--- config.mk ---
export PLATFORM = sky130hd
export DESIGN_NAME = mips_prog_loader_flat
export DESIGN_NICKNAME = d
export VERILOG_FILES = /design/src/rtl/mips_loader_pkg.sv /design/src/rtl/mips_prog_loader_if.sv /design/src/rtl/mips_prog_loader.sv /design/src/flat_wrapper.sv
export SDC_FILE = /design/constraint.sdc
export NUM_CORES = 1
export LEC_CHECK = 0
export ABC_CLOCK_PERIOD_IN_PS = 4750
export CAP_MARGIN = 25
export CORE_UTILIZATION = 58
export CTS_CLUSTER_DIAMETER = 80
export DETAILED_ROUTE_END_ITERATION = 10
export GPL_TIMING_DRIVEN = 0
export PLACE_DENSITY = 0.84
export SLEW_MARGIN = 20
export SYNTH_ARGS = -nofsm -noshare
export SYNTH_HDL_FRONTEND = slang
export SYNTH_SLANG_ARGS = --single-unit
--- constraint.sdc ---
create_clock -name clk1 -period 4.75 [get_ports clk1]
set_input_delay 0.7125 -clock clk1 [delete_from_list [all_inputs] [get_ports clk1]]
set_output_delay 0.7125 -clock clk1 [all_outputs]
set_load 0.1 [all_outputs]
--- src/rtl/mips_loader_pkg.sv ---
// Shared definitions for the MIPS boot program loader: FSM states,
// frame start byte and the byte offsets of the frame header fields.
package mips_loader_pkg;

   typedef enum logic [3:0] {
      ST_IDLE   = 4'd0,
      ST_ADDR_H = 4'd1,
      ST_ADDR_L = 4'd2,
      ST_CNT_H  = 4'd3,
      ST_CNT_L  = 4'd4,
      ST_DATA   = 4'd5,
      ST_CSUM   = 4'd6,
      ST_DONE   = 4'd7,
      ST_ERROR  = 4'd8
   } state_t;

   localparam logic [7:0] MAGIC_BYTE = 8'hA5;

   // Byte offsets of the header fields within a frame
   localparam int OFS_MAGIC  = 0;
   localparam int OFS_BASE_H = 1;
   localparam int OFS_BASE_L = 2;
   localparam int OFS_CNT_H  = 3;
   localparam int OFS_CNT_L  = 4;
   localparam int OFS_DATA   = 5;

endpackage

--- src/rtl/mips_prog_loader_if.sv ---
// Byte-stream input and core-memory write bus of the program loader.
// The master modport is the loader side; slave is the environment side.
interface mips_prog_loader_if #(
   parameter int ADDR_W = 10
);
   logic              s_valid;
   logic              s_ready;
   logic [7:0]        s_data;
   logic              mem_we;
   logic [ADDR_W-1:0] mem_addr;
   logic [31:0]       mem_wdata;

   modport master (
      input  s_valid,
      input  s_data,
      output s_ready,
      output mem_we,
      output mem_addr,
      output mem_wdata
   );

   modport slave (
      output s_valid,
      output s_data,
      input  s_ready,
      input  mem_we,
      input  mem_addr,
      input  mem_wdata
   );
endinterface

--- src/rtl/mips_prog_loader.sv ---
// Boot-time program loader: parses framed bytes, packs big-endian words,
// writes them into core memory and releases the core with a start PC.
module mips_prog_loader
   import mips_loader_pkg::*;
#(
   parameter int         ADDR_W = 10,
   parameter logic [7:0] MAGIC  = MAGIC_BYTE
) (
   input  logic                clk1,
   input  logic                rst_n,
   mips_prog_loader_if.master  bus,
   output logic                cpu_run,
   output logic [31:0]         start_pc,
   output logic                busy,
   output logic                err
);

   state_t            state, state_nx;
   logic [7:0]        csum;
   logic [1:0]        byte_idx;
   logic [15:0]       word_idx;
   logic [ADDR_W-1:0] base_q;
   logic [15:0]       cnt_q;
   logic [23:0]       asm_q;
   logic              accept;
   logic              frame_start;
   logic              word_done;
   logic              last_word;

   // Memory always accepts a write, so the stream is never throttled
   assign bus.s_ready = 1'b1;

   // Next-state decode and per-byte qualifiers
   always_comb begin
      state_nx    = state;
      accept      = bus.s_valid & bus.s_ready;
      frame_start = 1'b0;
      word_done   = accept && (state == ST_DATA) && (byte_idx == 2'd3);
      last_word   = ((word_idx + 16'd1) == cnt_q);
      busy        = 1'b0;
      case (state)
         ST_IDLE, ST_DONE, ST_ERROR: begin
            if (accept && bus.s_data == MAGIC) begin
               frame_start = 1'b1;
               state_nx    = ST_ADDR_H;
            end
         end
         ST_ADDR_H: begin
            busy = 1'b1;
            if (accept) state_nx = ST_ADDR_L;
         end
         ST_ADDR_L: begin
            busy = 1'b1;
            if (accept) state_nx = ST_CNT_H;
         end
         ST_CNT_H: begin
            busy = 1'b1;
            if (accept) state_nx = ST_CNT_L;
         end
         ST_CNT_L: begin
            busy = 1'b1;
            if (accept)
               state_nx = ({cnt_q[15:8], bus.s_data} == 16'd0) ? ST_CSUM : ST_DATA;
         end
         ST_DATA: begin
            busy = 1'b1;
            if (word_done && last_word) state_nx = ST_CSUM;
         end
         ST_CSUM: begin
            busy = 1'b1;
            if (accept) state_nx = (bus.s_data == csum) ? ST_DONE : ST_ERROR;
         end
         default: state_nx = ST_IDLE;
      endcase
   end

   // Control state, checksum, write strobe and core release
   always_ff @(posedge clk1 or negedge rst_n) begin
      if (!rst_n) begin
         state         <= ST_IDLE;
         csum          <= 8'h00;
         byte_idx      <= 2'd0;
         word_idx      <= 16'd0;
         bus.mem_we    <= 1'b0;
         bus.mem_addr  <= '0;
         bus.mem_wdata <= 32'h0;
         cpu_run       <= 1'b0;
         start_pc      <= 32'h0;
         err           <= 1'b0;
      end else begin
         state      <= state_nx;
         bus.mem_we <= 1'b0;
         if (frame_start) begin
            csum     <= 8'h00;
            err      <= 1'b0;
            cpu_run  <= 1'b0;
            byte_idx <= 2'd0;
            word_idx <= 16'd0;
         end
         if (accept) begin
            case (state)
               ST_ADDR_H, ST_ADDR_L, ST_CNT_H, ST_CNT_L:
                  csum <= csum ^ bus.s_data;
               ST_DATA: begin
                  csum     <= csum ^ bus.s_data;
                  byte_idx <= byte_idx + 2'd1;
                  if (byte_idx == 2'd3) begin
                     bus.mem_we    <= 1'b1;
                     bus.mem_addr  <= base_q + ADDR_W'(word_idx);
                     bus.mem_wdata <= {asm_q, bus.s_data};
                     word_idx      <= word_idx + 16'd1;
                  end
               end
               ST_CSUM: begin
                  if (bus.s_data == csum) begin
                     cpu_run  <= 1'b1;
                     start_pc <= 32'(base_q);
                  end else begin
                     err     <= 1'b1;
                     cpu_run <= 1'b0;
                  end
               end
               default: ;
            endcase
         end
      end
   end

   // Header fields and word assembly; always rewritten before use
   always_ff @(posedge clk1) begin
      if (accept) begin
         case (state)
            ST_ADDR_H: base_q       <= ADDR_W'({bus.s_data, 8'h00});
            ST_ADDR_L: base_q       <= base_q | ADDR_W'(bus.s_data);
            ST_CNT_H:  cnt_q[15:8]  <= bus.s_data;
            ST_CNT_L:  cnt_q[7:0]   <= bus.s_data;
            ST_DATA:   asm_q        <= {asm_q[15:0], bus.s_data};
            default: ;
         endcase
      end
   end

endmodule

--- src/flat_wrapper.sv ---
// flat-port wrapper written by rule: the top's interface ports become plain ports
module mips_prog_loader_flat import mips_loader_pkg::*;
#(
   parameter int         ADDR_W = 10,
   parameter logic [7:0] MAGIC  = MAGIC_BYTE
)
  (clk1, rst_n, cpu_run, start_pc, busy, err, bus_s_valid, bus_s_data, bus_s_ready, bus_mem_we, bus_mem_addr, bus_mem_wdata);
  mips_prog_loader_if #(.ADDR_W(ADDR_W)) bus_i ();
  input  logic clk1;
  input  logic rst_n;
  output logic cpu_run;
  output logic [31:0] start_pc;
  output logic busy;
  output logic err;
  input wire logic [$bits(bus_i.s_valid)-1:0] bus_s_valid;
  input wire logic [$bits(bus_i.s_data)-1:0] bus_s_data;
  output wire logic [$bits(bus_i.s_ready)-1:0] bus_s_ready;
  output wire logic [$bits(bus_i.mem_we)-1:0] bus_mem_we;
  output wire logic [$bits(bus_i.mem_addr)-1:0] bus_mem_addr;
  output wire logic [$bits(bus_i.mem_wdata)-1:0] bus_mem_wdata;
  assign bus_i.s_valid = bus_s_valid;
  assign bus_i.s_data = bus_s_data;
  assign bus_s_ready = bus_i.s_ready;
  assign bus_mem_we = bus_i.mem_we;
  assign bus_mem_addr = bus_i.mem_addr;
  assign bus_mem_wdata = bus_i.mem_wdata;
  mips_prog_loader #(.ADDR_W(ADDR_W), .MAGIC(MAGIC)) u_core (.clk1(clk1), .rst_n(rst_n), .bus(bus_i), .cpu_run(cpu_run), .start_pc(start_pc), .busy(busy), .err(err));
endmodule
==> run_results.csv, run 1 <==
group,metric,value,unit
routing,wl_per_cell,17.4,microns
power_and_ir_drop,p_leak,3.51,nW
clock_tree,clk_latency,530,ps
grt,grt-busiest-layer,"met2",
layout,diodes,0,
grt,use_met3,0.0636,
clock_tree,post_cts_resized,0,
synthesis,synth_cell_types,54,
routing,drt-total-wl,15400,microns
synthesis,ys_seq_elements,135,
sta,whs,119,ps
clock_tree,numCtsBuffers,17,
power_and_ir_drop,power,5.31,mW
layout,multi_input_area,2580,sq um
clock_tree,post-cts-setup-buffers,0,
floorplan,core,10800,sq um
sta,period_share,0.743,
sta,slew_viol_final,0,
floorplan,die_area,11600,sq um
layout,finish.utilization,0.734,
placed_design,numPortBuffers,66,
sta,final-setup-viol-count,0,
floorplan,initial_core_util,0.596,
layout,fin_nets,758,
setup_path,endpoint_kind,"primary output",
floorplan,die_x,108,microns
setup_path,worstSetupPathType,"reg -> out",
clock_tree,cts_max_level,4,
power_and_ir_drop,peakVddDrop,0.511,mV
grt,grt_max_degree,58,
placed_design,place_area,7410,sq um
synthesis,synth_area_leaders,"dfrtp_1 (33%), edfxtp_1 (23%), nand2_1 (9.2%)",
sta,finalCriticalPeriod,3530,ps
layout,mostFrequentLayoutCells,"nand2_1 (159), dfrtp_1 (85), clkdlybuf4s50_1 (65)",
synthesis,ys_async_sr_fraction,0.630,
setup_path,startpoint_type,"flop",
synthesis,synthesis.area,6460,sq um
floorplan,io_pins,90,
routing,firstDrtPassIters,5,
routing,first_iter_violations,354,
clock_tree,cts_tree,"yes",
layout,final_common_cell,"nand2_1",
floorplan,die_h,108,microns
synthesis,seq_area_frac_synth,0.561,
clock_tree,clockBufferDepth,2,
grt,antenna_found_initial,0,
clock_tree,root_buffer,"clkbuf_8",
sta,rsz0062_at_grt,"no",
clock_tree,cts.reportedPaths.clkPinSlew,60,ps
sta,relSlewSlack,0.327,
routing,vias,5045,
synthesis,synth-main-ff-cell,"dfrtp_1",
sta,skew,7.85,ps
grt,grt_util_met2,0.440,
placed_design,routabilityCongestion,0.869,
clock_tree,hold_buffers,0,
sta,fmax,283,MHz
routing,vias_per_cell,5.68,
grt,grt_pass1_vias,4802,
layout,num-fill-cells,739,
clock_tree,cts_sinks,135,
layout,drive_gt1_frac,0.123,
routing,drcViolationCount,0,
layout,seqCellArea,3630,sq um
grt,grt-ovfl-total,0,
setup_path,reg2reg_depth,8,
synthesis,synth_top_area_share,0.329,
floorplan,row_count,38,
layout,design_area,7960,sq um
status,status,"complete, no violations",
sta,finalHoldViolations,0,
synthesis,yosys.area.top_type,"dfrtp_1",
flow_run,maxCapViolCount,0,
min_path,hold_class,"in -> async",
grt,grtUsageTotal,0.284,
synthesis,yosysWarnings,0,
grt,use_met1,0.383,
layout,area_growth_syn_to_layout,23.2,%
synthesis,synth_edf_count,50,
power_and_ir_drop,powerDensity,667,nW/um^2
placed_design,dpl.hpwl,10700,microns
synthesis,synthCells,627,
setup_path,crit_fanout,10,
grt,grt_pass1_wl,24400,microns
synthesis,syn_area_per_cell,10.3,sq um
setup_path,cp.required,4040,ps
routing,drtAntennaViolNets,0,
sta,tightest_slew,1010,ps
setup_path,crit_arrival,2820,ps
==> path summary, 6_finish.rpt <==
path                             startpoint                        to  slack [ps]
max                         u_core.state[0]                      busy        1220
min in group clk1          u_core.asm_q[18]  u_core.bus.mem_wdata[26]         440
min                                   rst_n   u_core.bus.mem_wdata[1]         120
max reg2reg                 u_core.state[3]           u_core.state[0]        1870
max in group asynchronous             rst_n  u_core.bus.mem_wdata[27]        4000
min reg2reg                u_core.asm_q[18]  u_core.bus.mem_wdata[26]         440
==> metrics by stage <==
stage               instances  setup TNS, ps  setup slack, ps
detailed placement        855              0              998
global route              888              0             1100
finish                    888              0             1220
global placement          854          -2410            -33.6
CTS                       887              0             1220
floorplan                 648              0             1170
==> per-layer routing <==
metal | up-vias | part of all wire
met2 | 216 | 0.48
met1 | 2434 | 0.42
li1 | 2352 | -
met4 | 0 | 0.033
met5 | - | 0
met3 | 43 | 0.067
==> synth_stat cells, drive strengths merged (3+ instances only) <==
cell    count
xnor2      21
nand2     159
nor4       11
nand3      12
a21oi      15
nor3b       3
and3        8
buf        33
inv        12
or3         4
and2        3
o31ai      12
o21ai      56
xor2       16
nand2b      4
ha         11
mux2        9
dfrtp      85
nor2b       5
o211ai      4
nand3b      3
and4        4
nor2       22
o21a       14
nor3        9
clkbuf     19
nand4       6
edfxtp     50
==> report_power, final <==
part           internal, mW  switching (mW)  total (mW)
clock                 0.661           0.552        1.21
sequential             1.52           0.205        1.72
combinational         0.548            1.83        2.38
==> critical path: stages, from the launching register on <==
cell and delay, ps:
dfrtp_1 360, buf_2 160, clkbuf_1 230, and3_1 230
nor3_1 150, clkdlybuf4s50_1 1160
==> registers in the layout (all words and copies together), names as in the netlist <==
signal                cells
u_core.bus.mem_wdata     32
u_core.asm_q             24
u_core.cnt_q             16
u_core.word_idx          16
u_core.base_q            10
u_core.bus.mem_addr      10
u_core.start_pc          10
u_core.csum               8
u_core.state              4
u_core.byte_idx           2
u_core.bus.mem_we         1
u_core.cpu_run            1
u_core.err                1
==> cells by family (layout without fill, tap and decap cells) <==
logic type	Yosys count	count (layout)	share of synthesized area
adders and majority gates	12	12	0.0244
xor gates and xnor gates	37	37	0.0501
buffers and inverters	64	164	0.0527
AOI/OAI and AO/OA	112	112	0.103
DFF	135	135	0.561
muxes	11	11	0.0188
and+or+nand+nor	254	254	0.188
other	2	23	0.00116
==> layout make-up <==
type | count | share of cell area
Sequential cell | 135 | 0.456
Multi-Input combinational cell | 449 | 0.324
Timing Repair Buffer | 68 | 0.0868
Clock buffer | 17 | 0.0520
Buffer | 52 | 0.0371
Tap cell | 140 | 0.0220
Clock inverter | 15 | 0.0163
Inverter | 12 | 0.00566
Power figures use the tool's default switching activity.
==> run 2, diff against run 1 <==
--- a/config.mk
+++ b/config.mk
@@ -5,13 +5,13 @@
 export SDC_FILE = /design/constraint.sdc
 export NUM_CORES = 1
 export LEC_CHECK = 0
-export ABC_CLOCK_PERIOD_IN_PS = 4750
+export ABC_CLOCK_PERIOD_IN_PS = 3600
 export CAP_MARGIN = 25
-export CORE_UTILIZATION = 58
+export CORE_UTILIZATION = 55
 export CTS_CLUSTER_DIAMETER = 80
 export DETAILED_ROUTE_END_ITERATION = 10
 export GPL_TIMING_DRIVEN = 0
-export PLACE_DENSITY = 0.84
+export PLACE_DENSITY = 0.8
 export SLEW_MARGIN = 20
 export SYNTH_ARGS = -nofsm -noshare
 export SYNTH_HDL_FRONTEND = slang
==> constraint.sdc (replaced) <==
create_clock -name clk1 -period 3.6 [get_ports clk1]
set_input_delay 0.54 -clock clk1 [delete_from_list [all_inputs] [get_ports clk1]]
set_output_delay 0.54 -clock clk1 [all_outputs]
set_load 0.1 [all_outputs]
==> run_results.csv, run 2 (synthesis gave the netlist of run 1 again) <==
group,metric,value,unit
power_and_ir_drop,powerDensity,885,nW/um^2
grt,grtUsageTotal,0.274,
setup_path,path_cells,"buf_2 > clkbuf_1 > and3_1 > nor3_1 > clkdlybuf4s50_1",
layout,area_growth_syn_to_layout,23.3,%
layout,reg_top3,"u_core.bus.mem_wdata x32, u_core.asm_q x24",
routing,first_iter_violations,309,
sta,fmax,311,MHz
sta,finalHoldViolations,0,
grt,grt_util_met2,0.447,
layout,top_register,"u_core.bus.mem_wdata",
floorplan,die_area,12200,sq um
clock_tree,post_cts_resized,0,
clock_tree,numCtsBuffers,17,
sta,slew_viol_final,0,
sta,relSlewSlack,0.297,
placed_design,routabilityCongestion,0.834,
clock_tree,clk_latency,420,ps
sta,period_share,0.892,
setup_path,r2r-start,"u_core.state[2]",
layout,drive_gt1_frac,0.115,
placed_design,place_ws,74.5,ps
routing,drtAntennaViolNets,0,
clock_tree,cts_tree,"yes",
sta,finalCriticalPeriod,3210,ps
routing,firstDrtPassIters,4,
status,status,"complete, no violations",
routing,vias,4964,
clock_tree,post-cts-setup-buffers,0,
grt,use_met1,0.365,
setup_path,worstSetupPathType,"reg -> out",
grt,grt_max_degree,48,
layout,final_common_cell,"nand2_1",
setup_path,crit_fanout,10,
routing,wl_per_cell,17.3,microns
power_and_ir_drop,peakVddDrop,0.752,mV
layout,fin_nets,757,
floorplan,die_x,110,microns
setup_path,worst_r2r_endpoint,"u_core.state[0]",
placed_design,dpl.hpwl,10800,microns
setup_path,crit_start,"u_core.state[0]",
clock_tree,root_buffer,"clkbuf_16",
min_path,hold_class,"in -> async",
sta,skew,7.62,ps
clock_tree,cts.reportedPaths.clkPinSlew,60,ps
setup_path,startpoint_type,"flop",
setup_path,reg2reg_depth,8,
routing,vias_per_cell,5.58,
grt,antenna_found_initial,0,
setup_path,endpoint_kind,"primary output",
layout,design_area,7970,sq um
grt,grt-ovfl-total,0,
layout,diodes,0,
floorplan,core,11400,sq um
routing,drcViolationCount,0,
sta,final-setup-viol-count,0,
setup_path,critPathCapture,"busy",
setup_path,crit_arrival,2670,ps
clock_tree,clockBufferDepth,2,
layout,mostFrequentLayoutCells,"nand2_1 (159), dfrtp_1 (85), clkdlybuf4s50_1 (65)",
sta,fin_tns_setup,0,ps
clock_tree,hold_buffers,0,
clock_tree,cts_max_level,4,
clock_tree,cts_sinks,135,
power_and_ir_drop,power,7.05,mW
sta,rsz0062_at_grt,"no",
grt,use_met3,0.0641,
setup_path,critPathSlowestCell,"clkdlybuf4s50_1",
sta,worst_slack,388,ps
setup_path,max_stage_delay,1160,ps
placed_design,place_area,7410,sq um
sta,tightest_slew,1050,ps
floorplan,io_pins,90,
floorplan,initial_core_util,0.566,
routing,drt-total-wl,15400,microns
grt,grt_pass1_vias,4806,
layout,largest_reg_flops,32,
setup_path,cp.required,3060,ps
grt,grt-busiest-layer,"met2",
flow_run,maxCapViolCount,0,
floorplan,row_count,39,
placed_design,numPortBuffers,66,
setup_path,r2r_slack,820,ps
grt,grt_pass1_wl,24400,microns
power_and_ir_drop,p_leak,3.52,nW
floorplan,die_h,110,microns
==> run 2: changes by cell type in the layout (fill, tap and decap cells not counted), moves of 2 or more <==
cell        change
clkbuf_1        +5
clkinv_2        +5
inv_6           -5
clkinvlp_4      -3
inv_8           -3
bufinv_16       +2
==> run 2: report_power, final <==
| group | switching (mW) | total, mW | leakage, nW | internal, mW |
|---|---|---|---|---|
| logic | 2.41 | 3.13 | 1.64 | 0.720 |
| clock network | 0.637 | 1.65 | 0.272 | 1.01 |
| registers | 0.269 | 2.27 | 1.61 | 2.00 |
| total | 3.31 | 7.05 | 3.52 | 3.74 |
==> run 2: how the worst min path moves through the flow <==
stage	start	end	slack (ps)	depth (start not counted)
final	rst_n	u_core.bus.mem_wdata[1]	100	1
after global routing	rst_n	u_core.bus.mem_wdata[1]	140	1
after CTS	rst_n	u_core.bus.mem_wdata[1]	110	1
after detailed placement	u_core.asm_q[21]	u_core.bus.mem_wdata[29]	420	2
after global placement	u_core.asm_q[21]	u_core.bus.mem_wdata[29]	420	2
after floorplan	rst_n	u_core.bus.mem_addr[0]	240	0
==> run 2: area by class of cell <==
class	instances	area, sq um
tap	143	179
multi-input combinational	449	2580
timing repair buffer	67	686
sequential	135	3630
inverter	12	45.0
fill	870	3450
clock inverter	10	106
buffer	52	295
clock buffer	22	444
==> run 2: routing by layer <==
layer,up-vias,part of all wire
met3,14,0.061
met2,165,0.50
met5,-,0
met4,0,0.012
li1,2341,-
met1,2444,0.43
==> run 2: critical path: cells and delay by family (launching register included) <==
kind | cells | cell delay (ps)
buffers and inverters | 3 | 1540
DFF | 1 | 350
and+or+nand+nor | 2 | 350
==> run 2: metrics by stage <==
step           std cells  hold WS [ps]  utilization
2_1_floorplan        648           244            -
3_3_place_gp         857           421        0.646
3_5_place_dp         858           422        0.649
4_1_cts              890           113        0.697
5_1_grt              890           140        0.698
6_report             890           101        0.698
==> run 3, diff against run 2 <==
--- a/config.mk
+++ b/config.mk
@@ -5,7 +5,7 @@
 export SDC_FILE = /design/constraint.sdc
 export NUM_CORES = 1
 export LEC_CHECK = 0
-export ABC_CLOCK_PERIOD_IN_PS = 3600
+export ABC_CLOCK_PERIOD_IN_PS = 3440
 export CAP_MARGIN = 25
 export CORE_UTILIZATION = 55
 export CTS_CLUSTER_DIAMETER = 80
==> constraint.sdc (replaced) <==
create_clock -name clk1 -period 3.44 [get_ports clk1]
set_input_delay 0.516 -clock clk1 [delete_from_list [all_inputs] [get_ports clk1]]
set_output_delay 0.516 -clock clk1 [all_outputs]
set_load 0.1 [all_outputs]
==> results of run 3 <==
Same layout as run 2 (identical final DEF). Status: complete, no violations.
Among the figures that moved: setup slack after placement 74.5 ps -> -61.5 ps; setup slack after layout 388 ps -> 252 ps; hold slack 101 ps -> 77.2 ps; register-to-register setup slack 820 ps -> 660 ps; total power 7.05 mW -> 7.38 mW; worst IR drop on VDD 0.752 mV -> 0.787 mV
